[src/rtl/if_id.sv]
// IF/ID pipeline register with an optional 2-entry skid FIFO and a flush that can also drop one late fetch beat.
// Build option: define IF_ID_SKID_BUFFER_EN to add the skid FIFO. Without it, if_ready follows the ID stage directly.
module if_id (
    input  logic        clk,
    input  logic        rst,
    input  logic        flush,
    input  logic        if_valid,
    input  logic [31:0] if_pc,
    input  logic [31:0] if_inst,
    input  logic [31:0] if_except_type,
    input  logic        if_pc_valid,
    input  logic        if_inflight,
    input  logic        id_ready,
    output logic        if_ready,
    output logic        id_valid,
    output logic [31:0] id_pc,
    output logic [31:0] id_inst,
    output logic [31:0] id_except_type,
    output logic        id_pc_valid
);

    typedef struct packed {
        logic [31:0] pc;
        logic [31:0] inst;
        logic [31:0] except_type;
        logic        pc_valid;
    } beat_t;

    // Handshake: a beat moves on a cycle where valid && ready are both high; ready never depends
    // on valid, and a producer holds its beat unchanged until it is taken.
    beat_t in_beat;
    beat_t out_q, out_d;
    beat_t head;
    logic  id_valid_q, id_valid_d;
    logic  drop_q, drop_d;
    logic  advance;
    logic  accept;
    logic  pop;
    logic  bypass;

    assign in_beat = '{pc: if_pc, inst: if_inst, except_type: if_except_type, pc_valid: if_pc_valid};
    assign advance = !id_valid_q || id_ready;
    assign accept  = if_valid && if_ready && !flush && !drop_q;

`ifdef IF_ID_SKID_BUFFER_EN
    logic [1:0] count_q, count_d;
    logic       wr_ptr_q, wr_ptr_d;
    logic       rd_ptr_q, rd_ptr_d;
    logic       push;
    beat_t      mem_q [2];

    // While a late beat is being dropped it is always consumed, even with the FIFO full.
    assign if_ready = !flush && (drop_q || (count_q < 2'd2));
    assign pop      = advance && (count_q != 2'd0);
    assign bypass   = advance && (count_q == 2'd0) && accept;
    assign push     = accept && !bypass;
    assign head     = mem_q[rd_ptr_q];

    always_comb begin
        count_d  = count_q;
        wr_ptr_d = wr_ptr_q;
        rd_ptr_d = rd_ptr_q;
        if (flush) begin
            count_d  = 2'd0;
            wr_ptr_d = 1'b0;
            rd_ptr_d = 1'b0;
        end else begin
            if (push) wr_ptr_d = wr_ptr_q + 1'b1;
            if (pop)  rd_ptr_d = rd_ptr_q + 1'b1;
            case ({push, pop})
                2'b10:   count_d = count_q + 2'd1;
                2'b01:   count_d = count_q - 2'd1;
                default: count_d = count_q;
            endcase
        end
    end

    always_ff @(posedge clk) begin
        if (rst) begin
            count_q  <= 2'd0;
            wr_ptr_q <= 1'b0;
            rd_ptr_q <= 1'b0;
        end else begin
            count_q  <= count_d;
            wr_ptr_q <= wr_ptr_d;
            rd_ptr_q <= rd_ptr_d;
        end
    end

    // Storage needs no reset: count_q alone decides which entries are live.
    always_ff @(posedge clk) begin
        if (push) mem_q[wr_ptr_q] <= in_beat;
    end
`else
    assign if_ready = !flush && (drop_q || advance);
    assign pop      = 1'b0;
    assign bypass   = advance && accept;
    assign head     = '0;
`endif

    always_comb begin
        id_valid_d = id_valid_q;
        out_d      = out_q;
        if (flush) begin
            id_valid_d = 1'b0;
            out_d      = '0;
        end else if (advance) begin
            if (pop) begin
                id_valid_d = 1'b1;
                out_d      = head;
            end else if (bypass) begin
                id_valid_d = 1'b1;
                out_d      = in_beat;
            end else begin
                id_valid_d = 1'b0;
                out_d      = '0;
            end
        end
    end

    // A repeated flush must not forget a late beat that is still owed.
    always_comb begin
        drop_d = drop_q;
        if (flush) begin
            drop_d = drop_q || if_inflight;
        end else if (drop_q && if_valid) begin
            drop_d = 1'b0;
        end
    end

    always_ff @(posedge clk) begin
        if (rst) begin
            id_valid_q <= 1'b0;
            out_q      <= '0;
            drop_q     <= 1'b0;
        end else begin
            id_valid_q <= id_valid_d;
            out_q      <= out_d;
            drop_q     <= drop_d;
        end
    end

    assign id_valid       = id_valid_q;
    assign id_pc          = out_q.pc;
    assign id_inst        = out_q.inst;
    assign id_except_type = out_q.except_type;
    assign id_pc_valid    = out_q.pc_valid;

endmodule

[config.mk]
export PLATFORM = sky130hd
export DESIGN_NAME = if_id
export DESIGN_NICKNAME = d
export VERILOG_FILES = /design/src/rtl/if_id.sv
export SDC_FILE = /design/constraint.sdc
export NUM_CORES = 1
export LEC_CHECK = 0
export ABC_CLOCK_PERIOD_IN_PS = 3600
export CAP_MARGIN = 20
export CELL_PAD_IN_SITES_DETAIL_PLACEMENT = 0
export CELL_PAD_IN_SITES_GLOBAL_PLACEMENT = 1
export CORE_ASPECT_RATIO = 1.1
export CORE_MARGIN = 10
export CORE_UTILIZATION = 28
export CTS_CLUSTER_DIAMETER = 40
export CTS_CLUSTER_SIZE = 8
export DETAILED_ROUTE_END_ITERATION = 16
export PLACE_DENSITY = 0.88
export SLEW_MARGIN = 40
export SYNTH_ARGS = -nofsm -noshare
export SYNTH_HDL_FRONTEND = slang
export SYNTH_SLANG_ARGS = --single-unit
[constraint.sdc]
create_clock -name clk -period 3.6 [get_ports clk]
set_input_delay 0.72 -clock clk [delete_from_list [all_inputs] [get_ports clk]]
set_output_delay 0.72 -clock clk [all_outputs]
set_load 0.005 [all_outputs]
==> flow_summary.toml <==
[synth]
yosysWarnings = 0
seq_area_frac_synth_pct = 65.6
syn-num-nets = 330
yosysUniqueCellTypes = 14
post_synth.cell_area_avg_um2 = 13.3
yosys_register_bits = 99
syn_inst = 227
syn_area_um2 = 3020

[final_layout]
drive_gt1_share_pct = 4.68
area_growth_pct = 78.9
insertedDiodeCount = 0
layout.cells.most_common = "clkdlybuf4s50_1"
layout_common_cells = "clkdlybuf4s50_1 (201), dfxtp_1 (99), a22o_1 (97)"
fill_cells = 923
seqCellArea_um2 = 1980
multi_input_comb_area_um2 = 931
nets = 526

[floorplan]
fp.dieW_um = 119
coreArea_um2 = 10500
io_pins = 202
rows = 39
dieArea_um2 = 15400
die_h_um = 129
start_util_pct = 28.8

[routing]
first_pass_iters = 4
drt_iter0_markers = 172
ant_nets = 0
vias = 2658
wl_per_cell_um = 18.7
vias_per_cell = 4.66
route.detailed.drc = 0
wl_um = 10700

[timing]
fin_skew_ns = 0.00557
finalCriticalPeriod_ns = 2.79
rsz0062_at_grt = "no"
max_freq_mhz = 358
worst_slew_pin_slew_ns = 0.600
finalSetupTns_ns = 0
finalSetupViolations = 0
worst_slack_ns = 0.810
finalHoldViolations = 0
maxSlewViolCount = 0
min_period_over_period_pct = 77.5
maxSlewHeadroom_pct = 60.0

[grt]
grt_util_all_layers_pct = 13.4
first_global_vias = 2869
grt_pass1_wl_um = 16400
antenna_found_initial = 0
grt_max_degree = 58
grt-ovfl-total = 0

[clocking]
post_cts_buffers = 0
clk-insertion-delay-late_ns = 0.34
root_buffer = "clkbuf_16"
cts.sinks = 99
clkSlewWorstSetupHoldPaths_ns = 0.06
h-tree-depth = 3
cts_tree = "yes"
ctsResizeCount = 0
ctsHoldBuffers = 0
clockBufferDepth = 2
cts_made_buffers = 9

[worst_setup_path]
critPathArrivalTime_ns = 2.07
max_stage_delay_ns = 0.52
crit_path_top_delay_cell = "clkdlybuf4s50_1"
crit_path_start_kind = "input port"
cp_max_fo = 4
crit_path_end_kind = "output port"
cp_data_required_time_ns = 2.88
crit_chain = "clkdlybuf4s50_1 > nand2b_1 > nor2_1 > nor2_1 > clkdlybuf4s50_1"
worstSetupPathType = "input port to output port"

[min_path]
worst_hold_path_type = "register to register"

[pwr]
power.density_nw_per_um2 = 419
p_leak_nw = 2.04
pwr-share-seq_pct = 50.4
power_frac_clock_pct = 39.2
swShare_pct = 21.3
comb_power_share_pct = 10.3
vdd_drop_max_mv = 0.227
p_sw_mw = 0.483
p_int_mw = 1.78

[place]
port_buffers = 201
gp_congestion = 0.736
pre_cts_slack_ns = 0.824
hpwl_um = 8040

[outcome]
status = "completed"

[flow_run]
drv_cap = 0
[cell usage after synthesis]
library cell	instances	area (µm²)
nor4b_4	1	23.8
a21oi_1	1	5.00
a211oi_1	1	7.51
nand2b_1	2	12.5
o21ai_0	1	5.00
buf_2	11	55.1
nor3_2	1	10.0
clkbuf_1	6	22.5
inv_1	1	3.75
nand2_1	1	3.75
buf_6	3	33.8
dfxtp_1	99	1980
a22o_1	97	850
nor2_1	2	7.51
[worst paths after layout]
| kind | start | end | slack (ns) | cells after the start |
|---|---|---|---|---|
| hold reg to reg | id_except_type[19] | id_except_type[19] | 0.47 | 1 |
| setup reg to reg | id_valid | id_inst[24] | 1.97 | 4 |
| setup / recovery | id_ready | if_ready | 0.81 | 5 |
| hold / removal | id_except_type[19] | id_except_type[19] | 0.47 | 1 |
[logic make-up (layout without fill, tap and decap cells)]
logic type,Yosys count,after routing,synth area share [%]
buffers and inverters,21,221,3.81
flip-flops,99,99,65.6
AO/OA/AOI/OAI,100,100,28.7
AND/OR/NAND/NOR,7,7,1.90
[worst max-delay path: cells and delay by family]
kind / cells / cell delay, ns
AND/OR/NAND/NOR: 3 / 0.39
buffers and inverters: 2 / 0.96
[area by class of cell]
cell class	count	area share [%]
repair buffers	205	37.8
flip-flops and latches	99	36.7
multi-input cells	107	17.2
clock buffers	11	4.49
well taps	143	3.31
clock inverters	4	0.486
inverters	1	0.0694
[layer usage]
metal  track usage (%)  wire length [µm]
met1              14.8              4420
met2              22.0              5040
met3              5.69               984
met4              6.04               225
met5                 0                 0
[metrics by stage]
stage | util [%] | total power [mW] | hold WS (ns) | std cells | instance area [µm²]
3_5_place_dp | 49.0 | 1.40 | 0.455 | 555 | 5140
3_3_place_gp | 49.0 | 1.40 | 0.455 | 555 | 5140
4_1_cts | 51.5 | 2.29 | 0.476 | 570 | 5410
2_1_floorplan | - | 1.22 | 0.452 | 227 | 3020
5_1_grt | 51.5 | 2.35 | 0.492 | 570 | 5410
6_report | 51.5 | 2.26 | 0.473 | 570 | 5410
[state kept, by name, summed over array words and instances (netlist names)]
name	cells
drop_q	1
id_valid	1
id_pc_valid	1
id_except_type	32
id_inst	32
id_pc	32
[power by group through the flow]
stage	Sequential (mW)	Clock [mW]	Combinational, mW
final	1.14	0.888	0.234
after global routing	1.14	0.961	0.249
after CTS	1.14	0.915	0.237
after detailed placement	1.17	0	0.236
after global placement	1.17	0	0.232
after floorplan	1.17	0	0.0485
Power figures use the tool's default switching activity.
